### src/rtl/uart_tx_fifo_serializer_pkg.sv
// Shared definitions for the UART transmit path: FIFO geometry, serializer states and
// character-length encodings.
package uart_tx_fifo_serializer_pkg;

  localparam int UTX_FIFO_PTR_W = 4;
  localparam int UTX_FIFO_DEPTH = 1 << UTX_FIFO_PTR_W;
  localparam int UTX_DATA_W     = 8;

  typedef enum logic [2:0] {
    ST_IDLE,
    ST_START,
    ST_DATA,
    ST_PARITY,
    ST_STOP1,
    ST_STOP2
  } tx_state_e;

  localparam logic [1:0] CHAR_LEN_5 = 2'b00;
  localparam logic [1:0] CHAR_LEN_6 = 2'b01;
  localparam logic [1:0] CHAR_LEN_7 = 2'b10;
  localparam logic [1:0] CHAR_LEN_8 = 2'b11;

  // Selects the data bits that actually go on the line, so parity ignores the unsent ones.
  function automatic logic [UTX_DATA_W-1:0] char_mask(input logic [1:0] char_len);
    case (char_len)
      CHAR_LEN_5: return 8'h1F;
      CHAR_LEN_6: return 8'h3F;
      CHAR_LEN_7: return 8'h7F;
      CHAR_LEN_8: return 8'hFF;
      default:    return 8'hFF;
    endcase
  endfunction

endpackage

### src/rtl/uart_tx_fifo_serializer_raminfr.sv
// Dual-port RAM backing the transmit FIFO: synchronous write port, asynchronous read port.
module uart_tx_fifo_serializer_raminfr
  import uart_tx_fifo_serializer_pkg::*;
#(
  parameter int ADDR_W = UTX_FIFO_PTR_W,
  parameter int DATA_W = UTX_DATA_W
) (
  input  logic              clk,
  input  logic              we,
  input  logic [ADDR_W-1:0] a,
  input  logic [ADDR_W-1:0] dpra,
  input  logic [DATA_W-1:0] di,
  output logic [DATA_W-1:0] dpo
);

  logic [DATA_W-1:0] mem_q [2**ADDR_W];

  always_ff @(posedge clk) begin
    if (we) mem_q[a] <= di;
  end

  assign dpo = mem_q[dpra];

endmodule

### src/rtl/uart_tx_fifo_serializer.sv
// UART transmit FIFO plus serializer (start, 5-8 data bits LSB first, optional parity, 1-2 stop).
// Define UART_TX_BREAK_EN to let break_i hold the line low.
module uart_tx_fifo_serializer
  import uart_tx_fifo_serializer_pkg::*;
#(
  parameter int FIFO_PTR_W = UTX_FIFO_PTR_W,
  parameter int FIFO_DEPTH = UTX_FIFO_DEPTH,
  parameter int DATA_W     = UTX_DATA_W
) (
  input  logic                  clk,
  input  logic                  wb_rst_i,
  input  logic                  push_i,
  input  logic [DATA_W-1:0]     data_i,
  input  logic                  clear_i,
  input  logic                  enable_i,
  input  logic [1:0]            char_len_i,
  input  logic                  parity_en_i,
  input  logic                  parity_even_i,
  input  logic                  two_stop_i,
  input  logic                  break_i,
  output logic                  stx_o,
  output logic                  busy_o,
  output logic                  tx_done_o,
  output logic [FIFO_PTR_W:0]   fifo_count_o,
  output logic                  fifo_empty_o,
  output logic                  fifo_full_o,
  output logic                  overrun_o
);

  localparam logic [FIFO_PTR_W:0] FULL_COUNT = (FIFO_PTR_W+1)'(FIFO_DEPTH);

  logic [FIFO_PTR_W-1:0] top_q, top_d, bottom_q, bottom_d;
  logic [FIFO_PTR_W:0]   count_q, count_d;
  tx_state_e             state_q, state_d;
  logic [3:0]            tick_q, tick_d;
  logic [2:0]            bit_q, bit_d;
  logic [DATA_W-1:0]     shift_q, shift_d;
  logic                  parity_q, parity_d;
  logic [1:0]            char_len_q, char_len_d;
  logic                  parity_en_q, parity_en_d;
  logic                  two_stop_q, two_stop_d;
  logic                  tx_done_q, tx_done_d;
  logic                  overrun_q, overrun_d;
  logic                  push_ok, pop, tick_end, line;
  logic [DATA_W-1:0]     ram_dpo, masked;

  uart_tx_fifo_serializer_raminfr #(
    .ADDR_W (FIFO_PTR_W),
    .DATA_W (DATA_W)
  ) u_raminfr (
    .clk  (clk),
    .we   (push_ok),
    .a    (top_q),
    .dpra (bottom_q),
    .di   (data_i),
    .dpo  (ram_dpo)
  );

  assign fifo_count_o = count_q;
  assign fifo_empty_o = (count_q == '0);
  assign fifo_full_o  = (count_q == FULL_COUNT);
  assign busy_o       = (state_q != ST_IDLE);
  assign tx_done_o    = tx_done_q;
  assign overrun_o    = overrun_q;

  // Clear wins over push and also suppresses a same-cycle pop.
  always_comb begin
    push_ok   = push_i && !fifo_full_o;
    pop       = (state_q == ST_IDLE) && enable_i && !fifo_empty_o && !clear_i;
    top_d     = top_q;
    bottom_d  = bottom_q;
    count_d   = count_q;
    overrun_d = push_i && fifo_full_o;
    if (clear_i) begin
      top_d    = '0;
      bottom_d = '0;
      count_d  = '0;
    end else begin
      if (push_ok) top_d = top_q + 1'b1;
      if (pop) bottom_d = bottom_q + 1'b1;
      if (push_ok && !pop) count_d = count_q + 1'b1;
      else if (!push_ok && pop) count_d = count_q - 1'b1;
    end
  end

  always_comb begin
    state_d     = state_q;
    tick_d      = tick_q;
    bit_d       = bit_q;
    shift_d     = shift_q;
    parity_d    = parity_q;
    char_len_d  = char_len_q;
    parity_en_d = parity_en_q;
    two_stop_d  = two_stop_q;
    tx_done_d   = 1'b0;
    masked      = ram_dpo & DATA_W'(char_mask(char_len_i));
    tick_end    = enable_i && (tick_q == 4'd15);
    if (enable_i && state_q != ST_IDLE) tick_d = tick_q + 1'b1;
    unique case (state_q)
      ST_IDLE: begin
        if (pop) begin
          shift_d     = ram_dpo;
          char_len_d  = char_len_i;
          parity_en_d = parity_en_i;
          two_stop_d  = two_stop_i;
          parity_d    = parity_even_i ? ^masked : ~^masked;
          bit_d       = '0;
          tick_d      = '0;
          state_d     = ST_START;
        end
      end
      ST_START: if (tick_end) state_d = ST_DATA;
      ST_DATA: begin
        if (tick_end) begin
          shift_d = shift_q >> 1;
          bit_d   = bit_q + 1'b1;
          // Last data bit index is char_len + 4, i.e. 4..7.
          if (bit_q == {1'b1, char_len_q}) begin
            bit_d   = '0;
            state_d = parity_en_q ? ST_PARITY : ST_STOP1;
          end
        end
      end
      ST_PARITY: if (tick_end) state_d = ST_STOP1;
      ST_STOP1: begin
        if (tick_end) begin
          if (two_stop_q) begin
            state_d = ST_STOP2;
          end else begin
            state_d   = ST_IDLE;
            tx_done_d = 1'b1;
          end
        end
      end
      ST_STOP2: begin
        if (tick_end) begin
          state_d   = ST_IDLE;
          tx_done_d = 1'b1;
        end
      end
      default: state_d = ST_IDLE;
    endcase
  end

  always_comb begin
    line = 1'b1;
    unique case (state_q)
      ST_START:  line = 1'b0;
      ST_DATA:   line = shift_q[0];
      ST_PARITY: line = parity_q;
      default:   line = 1'b1;
    endcase
  end

  always_ff @(posedge clk) begin
    if (wb_rst_i) begin
      top_q       <= '0;
      bottom_q    <= '0;
      count_q     <= '0;
      state_q     <= ST_IDLE;
      tick_q      <= '0;
      bit_q       <= '0;
      shift_q     <= '0;
      parity_q    <= 1'b0;
      char_len_q  <= '0;
      parity_en_q <= 1'b0;
      two_stop_q  <= 1'b0;
      tx_done_q   <= 1'b0;
      overrun_q   <= 1'b0;
    end else begin
      top_q       <= top_d;
      bottom_q    <= bottom_d;
      count_q     <= count_d;
      state_q     <= state_d;
      tick_q      <= tick_d;
      bit_q       <= bit_d;
      shift_q     <= shift_d;
      parity_q    <= parity_d;
      char_len_q  <= char_len_d;
      parity_en_q <= parity_en_d;
      two_stop_q  <= two_stop_d;
      tx_done_q   <= tx_done_d;
      overrun_q   <= overrun_d;
    end
  end

`ifdef UART_TX_BREAK_EN
  // Break only masks the pin; the serializer keeps running underneath.
  logic break_q, break_d;
  assign break_d = break_i;
  always_ff @(posedge clk) begin
    if (wb_rst_i) break_q <= 1'b0;
    else          break_q <= break_d;
  end
  assign stx_o = line & ~break_q;
`else
  logic unused_break;
  assign unused_break = break_i;
  assign stx_o        = line;
`endif

endmodule
### config.mk
export PLATFORM = sky130hd
export DESIGN_NAME = uart_tx_fifo_serializer
export DESIGN_NICKNAME = d
export VERILOG_FILES = /design/src/rtl/uart_tx_fifo_serializer_pkg.sv /design/src/rtl/uart_tx_fifo_serializer_raminfr.sv /design/src/rtl/uart_tx_fifo_serializer.sv
export SDC_FILE = /design/constraint.sdc
export NUM_CORES = 1
export LEC_CHECK = 0
export CORE_MARGIN = 4
export CORE_UTILIZATION = 60
export DETAILED_ROUTE_END_ITERATION = 10
export PLACE_DENSITY = 0.82
export SLEW_MARGIN = 25
export SYNTH_ARGS = -nofsm -noshare
export SYNTH_HDL_FRONTEND = slang
export SYNTH_HIERARCHICAL = 1
export SYNTH_SLANG_ARGS = --single-unit
### constraint.sdc
create_clock -name clk -period 3.4 [get_ports clk]
set_clock_uncertainty 0.05 [all_clocks]
set_input_delay 0.68 -clock clk [delete_from_list [all_inputs] [get_ports clk]]
set_output_delay 0.68 -clock clk [all_outputs]
set_load 0.02 [all_outputs]
==> results of run 1 <==
logic make-up after synthesis:
logic type,after synthesis
flip-flops,166
buffers and inverters,27
multiplexers,43
AND/OR/NAND/NOR,118
adder cells (fa/ha/maj),9
XOR/XNOR,18
AO/OA/AOI/OAI,60
layout make-up:
cell class                      instances  area (um2)  share of cell area, %
Inverter                                7       26.28                 0.3238
Tap cell                              143       178.9                  2.205
Clock buffer                           19       432.9                  5.335
Multi-Input combinational cell        248        2223                  27.40
Sequential cell                       166        4606                  56.76
Clock inverter                         12       153.9                  1.897
Timing Repair Buffer                   53       493.0                  6.076
synthesized netlist by cell type, types with 2 or more instances:
library cell	instances	area, um2
and2_1	3	18.77
xor2_1	7	61.31
nand4_1	3	18.77
nand3_1	6	30.03
clkdlybuf4s25_2	3	30.03
or3_1	5	31.28
nand2b_1	6	37.54
mux2i_1	11	110.1
a22oi_1	16	120.1
nor3_1	4	20.02
dfxtp_1	38	760.7
inv_1	7	26.28
xnor2_1	10	87.58
mux4_1	14	367.9
a21o_1	3	22.52
ha_1	8	100.1
buf_6	5	56.30
edfxtp_1	128	3844
a311oi_2	7	105.1
nand2_1	33	123.9
nor2_1	43	161.4
clkbuf_1	7	26.28
buf_2	3	15.01
a21oi_1	12	60.06
nand3b_1	3	22.52
nor4b_1	2	17.52
or3b_2	2	17.52
mux4_2	18	405.4
o21ai_0	9	45.04
registers in the layout, indices dropped and copies added (netlist names):
| name | flops |
|---|---|
| char_len_q | 2 |
| bottom_q | 4 |
| two_stop_q | 1 |
| u_raminfr/mem_q | 128 |
| state_q | 3 |
| shift_q | 8 |
| tx_done_o | 1 |
| bit_q | 3 |
| fifo_count_o | 5 |
| overrun_o | 1 |
| parity_en_q | 1 |
| tick_q | 4 |
| parity_q | 1 |
| top_q | 4 |
stage by stage:
| stage | hold slack [ns] | power (mW) |
|---|---|---|
| final | 0.4478 | 4.536 |
| after global routing | 0.4849 | 4.699 |
| after CTS | 0.4553 | 4.565 |
| after detailed placement | 0.4342 | 2.677 |
| after global placement | 0.4105 | 2.661 |
| after floorplan | 0.4032 | 2.548 |
layer usage:
| layer | wire [um] | up-vias |
|---|---|---|
| li1 | - | 1821 |
| met1 | 5770 | 2080 |
| met2 | 7210 | 136 |
| met3 | 846 | 22 |
| met4 | 272 | 0 |
| met5 | 0 | - |
worst paths after layout:
path                            slack, ns                    end                startpoint  cells past startpoint
worst max-delay path                 0.41  parity_q$_SDFFE_PP0P_  bottom_q[0]$_SDFFE_PP0N_                      9
worst min-delay path                 0.45  bit_q[1]$_SDFFE_PP0P_     bit_q[1]$_SDFFE_PP0P_                      2
worst max register to register       0.41  parity_q$_SDFFE_PP0P_  bottom_q[0]$_SDFFE_PP0N_                      9
worst min register to register       0.45  bit_q[1]$_SDFFE_PP0P_     bit_q[1]$_SDFFE_PP0P_                      2
where the power goes:
group | switching, mW | total (mW) | internal (mW)
Clock | 0.747 | 1.90 | 1.15
Sequential | 0.0318 | 2.25 | 2.22
Combinational | 0.201 | 0.386 | 0.186
worst min-delay path, stage by stage, from the launching register on:
cell and delay [ns]:
dfxtp_1 0.34, nand2_1 0.07, a21oi_1 0.05
==> impl_metrics.tcl, run 1 <==
set metrics [dict create \
    outcome "completed" \
    io_buffers 28 \
    die_area_um2 13450 \
    design_area_um2 8114 \
    wl_per_cell_um 21.76 \
    areaGrowthSynthToFinish_pct 16.03 \
    grt_pass1_wl_mm 22.28 \
    synth_compound_area_share_pct 6.942 \
    place.gp.congestion 0.7967 \
    ios 30 \
    drive_gt1_share_pct 16.83 \
    ctsHoldBuffers 0 \
    synth_top_flop_cell "edfxtp_1" \
    synth-seq-area-share_pct 65.84 \
    die_x_um 116.0 \
    worstPathRequired_ns 3.65 \
    critPathArrivalTime_ns 3.24 \
    grtUsageMet2_pct 37.63 \
    slew_headroom_pct 56.62 \
    grt_usage_pct 22.85 \
    period_share_pct 87.82 \
    wirelength_mm 14.10 \
    min_period_ns 2.986 \
    antenna_found_initial 0 \
    worstMarginPinSlew_ns 0.6493 \
    cpPeakStageDelay_ns 0.60 \
    root_buffer "clkbuf_16" \
    placedInstanceArea_um2 7527 \
    num_vias 4059 \
    ir_worst_vdd_uv 465.3 \
    yosys_warnings 6 \
    slowest_stage "mux4_1" \
    antenna_cells 0 \
    path_class "flip-flop to flip-flop" \
    worst_slack_ns 0.4140 \
    cp_top_family "XOR/XNOR gates" \
    numCtsBuffers 17 \
    path_cells "buf_12, mux4_1, a22oi_1, nand2_1, xnor2_1, xnor2_1, xnor3_1, mux2i_1, nor2_1" \
    crit_top_cell "xnor2_1" \
    busiest_layer "met2" \
    fmax_ghz 0.3349 \
    final_cell_mix "edfxtp_1, nor2_1, dfxtp_1, nand2_1, clkdlybuf4s50_1" \
    grt_max_degree 36 \
    nFillCells 735 \
    grt_pass1_vias 4160 \
    synthSimpleGateAreaFrac_pct 8.052 \
    setup_tns_ns 0 \
    synth_area_um2 6993 \
    synth_seq_cells 166 \
    hold_path.class "flip-flop to flip-flop" \
    dieHeight_um 116.0 \
    vias_per_cell 6.264 \
    crit_path_start_kind "flip-flop" \
    rows 39 \
    nets 521 \
    antenna_left 0 \
    rsz0062_at_grt "no" \
    synthMuxAreaShare_pct 12.63 \
    gr-usage-met1_pct 29.53 \
    synth_edf_count 128 \
    cts_num_sinks 166 \
    core_um2 11420 \
    pre_cts_ws_ns 0.2881 \
    drt_iter0_markers 467 \
    placed_cells_incl_taps 617 \
    grt_use_met3_pct 6.005 \
    instances_no_fill 648 \
    synthCells 441 \
    synth_top_family_by_area "multiplexers" \
    avgSynthCellArea_um2 15.86 \
    setup_viol 0 \
    clkSlewWorstSetupHoldPaths_ns 0.06 \
    cts_tree "done" \
    final_util_pct 71.06 \
    htree_num_levels 4 \
    p_per_area_nw_per_um2 559.1 \
    clock_path_buffers 2 \
    initial_core_util_pct 61.24 \
    dpl.hpwl_mm 8.641 \
    final_max_slew_viol_count 0 \
    grt_overflow 0 \
    final_common_cell "edfxtp_1" \
    path_buf_inv 1 \
    clock_latency_ns 0.42 \
    cts_setup_buffers 0 \
    ys_async_sr_fraction_pct 0 \
    synth_fa_ha_area_share_pct 1.718 \
    hold_viol_final 0 \
    leakage_nw 2.765 \
    cap_viol_max_count 0 \
    end_kind "flip-flop" \
    cp_max_fo 16 \
    synth_xor_area_share_pct 2.451 \
    synth.distinct_cells 54 \
    drt_first_pass_iters 5 \
    syn_nets 469 \
    drcViolationCount 0 \
    cts_resized 0 \
]
Power figures use the tool's default switching activity.
==> run 2, diff against run 1 <==
--- a/config.mk
+++ b/config.mk
@@ -6,9 +6,9 @@
 export NUM_CORES = 1
 export LEC_CHECK = 0
 export CORE_MARGIN = 4
-export CORE_UTILIZATION = 60
+export CORE_UTILIZATION = 54
 export DETAILED_ROUTE_END_ITERATION = 10
-export PLACE_DENSITY = 0.82
+export PLACE_DENSITY = 0.78
 export SLEW_MARGIN = 25
 export SYNTH_ARGS = -nofsm -noshare
 export SYNTH_HDL_FRONTEND = slang
==> constraint.sdc (replaced) <==
create_clock -name clk -period 2.53 [get_ports clk]
set_clock_uncertainty 0.05 [all_clocks]
set_input_delay 0.506 -clock clk [delete_from_list [all_inputs] [get_ports clk]]
set_output_delay 0.506 -clock clk [all_outputs]
set_load 0.02 [all_outputs]
==> run 2 against run 1 <==
Net effect:
- the run now ends with setup timing left
- final area grew 6.7%
- first-iteration DRC count shrank 17%
- setup slack worse by 0.56 ns
- critical path depth increased by 1
- global-route usage shrank 1.4 points
- die area up 10%
- clock power rose by 35%
- fmax grew 12%
- register-to-register slack got worse by 0.56 ns
- sequential power grew 34%
- non-clock buffer count increased by 38
- critical path type unchanged
- highest routed layer unchanged
==> impl_metrics.tcl, run 2 (synthesized netlist as in run 1, its figures left out) <==
set metrics [dict create \
    ctsHoldBuffers 0 \
    worstMarginPinSlew_ns 0.6345 \
    grt_overflow 0 \
    die_x_um 121.8 \
    end_kind "flip-flop" \
    num_vias 4133 \
    leakage_nw 2.991 \
    ios 30 \
    slew_headroom_pct 57.57 \
    p_per_area_nw_per_um2 719.2 \
    grt_usage_pct 21.41 \
    clkSlewWorstSetupHoldPaths_ns 0.06 \
    cp_top_family "XOR/XNOR gates" \
    worst_slack_ns -0.1478 \
    vias_per_cell 5.772 \
    slowest_stage "mux4_2" \
    io_buffers 28 \
    final_max_slew_viol_count 0 \
    critPathArrivalTime_ns 2.94 \
    ff2ff_path_depth 10 \
    worstPathRequired_ns 2.79 \
    initial_core_util_pct 55.19 \
    holdPathStages 2 \
    clock_latency_ns 0.43 \
    r2r-start "bottom_q[0]$_SDFFE_PP0N_" \
    path_cells "buf_12, buf_12, mux4_2, a22oi_2, nand2_2, xnor2_2, xnor2_1, xnor3_1, mux2i_1, nor2_1" \
    period_share_pct 105.8 \
    ir_worst_vdd_uv 599.7 \
    grt_max_degree 21 \
    crit_path_start_kind "flip-flop" \
    largest_register_ff_count 128 \
    wirelength_mm 14.44 \
    final_util_pct 68.33 \
    antenna_cells 0 \
    total_power_mw 6.227 \
    htree_num_levels 4 \
    final_cell_mix "edfxtp_1, buf_4, nor2_1, dfxtp_1, nand2_1" \
    placed_cells_incl_taps 672 \
    cp-startpoint "bottom_q[0]$_SDFFE_PP0N_" \
    design_area_um2 8658 \
    rows 41 \
    rsz0062_at_grt "yes" \
    drive_gt1_share_pct 29.60 \
    hold_path.class "flip-flop to flip-flop" \
    areaGrowthSynthToFinish_pct 23.81 \
    holdCritStartpoint "shift_q[7]$_SDFFE_PP0P_" \
    drcViolationCount 0 \
    dieHeight_um 121.8 \
    multi_input_area_um2 2342 \
    instances_no_fill 716 \
    min_period_ns 2.678 \
    wl_per_cell_um 20.17 \
    setup_tns_ns -0.2932 \
    grt_pass1_wl_mm 23.16 \
    failed_checks "setup timing" \
    holdWs_ns 0.4488 \
    numCtsBuffers 17 \
    final_common_cell "edfxtp_1" \
    drt_first_pass_iters 5 \
    hold_viol_final 0 \
    root_buffer "clkbuf_16" \
    cap_viol_max_count 0 \
    clock_path_buffers 2 \
    cpPeakStageDelay_ns 0.51 \
    hold_end "shift_q[7]$_SDFFE_PP0P_" \
    reg2reg_to "parity_q$_SDFFE_PP0P_" \
    nets 559 \
    final-seq-area_um2 4616 \
    cts_tree "done" \
    setup_viol 2 \
    nFillCells 857 \
    r2r_slack_ns -0.15 \
    drt_iter0_markers 386 \
    regMostFlops "u_raminfr/mem_q" \
    dpl.hpwl_mm 9.123 \
    outcome "finished, violations left" \
    antenna_left 0 \
    antenna_found_initial 0 \
    pre_cts_ws_ns -0.2137 \
    core_um2 12670 \
    path_buf_inv 2 \
    grt_pass1_vias 4242 \
    place.gp.congestion 0.8262 \
    crit_top_cell "buf_12" \
    cp_max_fo 8 \
    fmax_ghz 0.3734 \
    placedInstanceArea_um2 7809 \
    die_area_um2 14830 \
    cts_num_sinks 166 \
    path_class "flip-flop to flip-flop" \
]
==> run 2: cell count changes in the layout (fill, tap and decap cells not counted), moves of 3 or more <==
cell,before,now
a22oi_2,0,12
dfxtp_4,0,3
a22oi_1,16,4
buf_12,2,6
inv_6,2,5
buf_4,23,53
mux4_1,14,9
nand2_2,0,5
nand2_1,33,28
mux4_2,18,23
==> run 2: worst max-delay path by stage <==
stage                                               to  slack, ns  cells past startpoint
after floorplan           fifo_count_o[4]$_SDFFE_PP0P_      -0.33                     11
after global placement    fifo_count_o[4]$_SDFFE_PP0P_      -0.21                     11
after detailed placement         parity_q$_SDFFE_PP0P_      -0.21                     10
after CTS                 fifo_count_o[4]$_SDFFE_PP0P_      -0.12                     10
after global routing             parity_q$_SDFFE_PP0P_      -0.26                     10
final                            parity_q$_SDFFE_PP0P_      -0.15                     10
==> run 2: cell type report <==
cell class / count / share of cell area, %
flip-flops and latches: 166 / 53.31
inverters: 7 / 0.3324
repair buffers: 91 / 9.942
multi-input cells: 248 / 27.05
clock buffers: 18 / 4.957
clock inverters: 14 / 1.922
well taps: 172 / 2.486
==> run 2: worst register-to-register path, stage by stage (launching register included) <==
cell and delay, ns:
dfxtp_4 0.40, buf_12 0.15, buf_12 0.11, mux4_2 0.51
a22oi_2 0.24, nand2_2 0.13, xnor2_2 0.16, xnor2_1 0.19
xnor3_1 0.43, mux2i_1 0.15, nor2_1 0.05
==> run 2: where the power goes <==
part | total, mW | switching, mW | internal, mW | leakage, nW
sequential | 3.01 | 0.0297 | 2.98 | 1.47
combinational | 0.657 | 0.317 | 0.340 | 1.24
clock | 2.56 | 1.08 | 1.48 | 0.281
==> run 2: timing repair <==
action                     CTS  global route
gates cloned                 1             0
setup endpoints to repair    4             3
setup buffers                6             5
resized for setup           29            12
pin swaps                   13            11
==> run 2: layer usage <==
layer  share of wire [%]  GRT usage [%]  up-vias
met4                 2.7          6.162        0
met2                  51          35.19      132
met3                 6.0          7.149       32
met5                   0              0        -
met1                  41          27.41     2073
li1                    -              -     1896
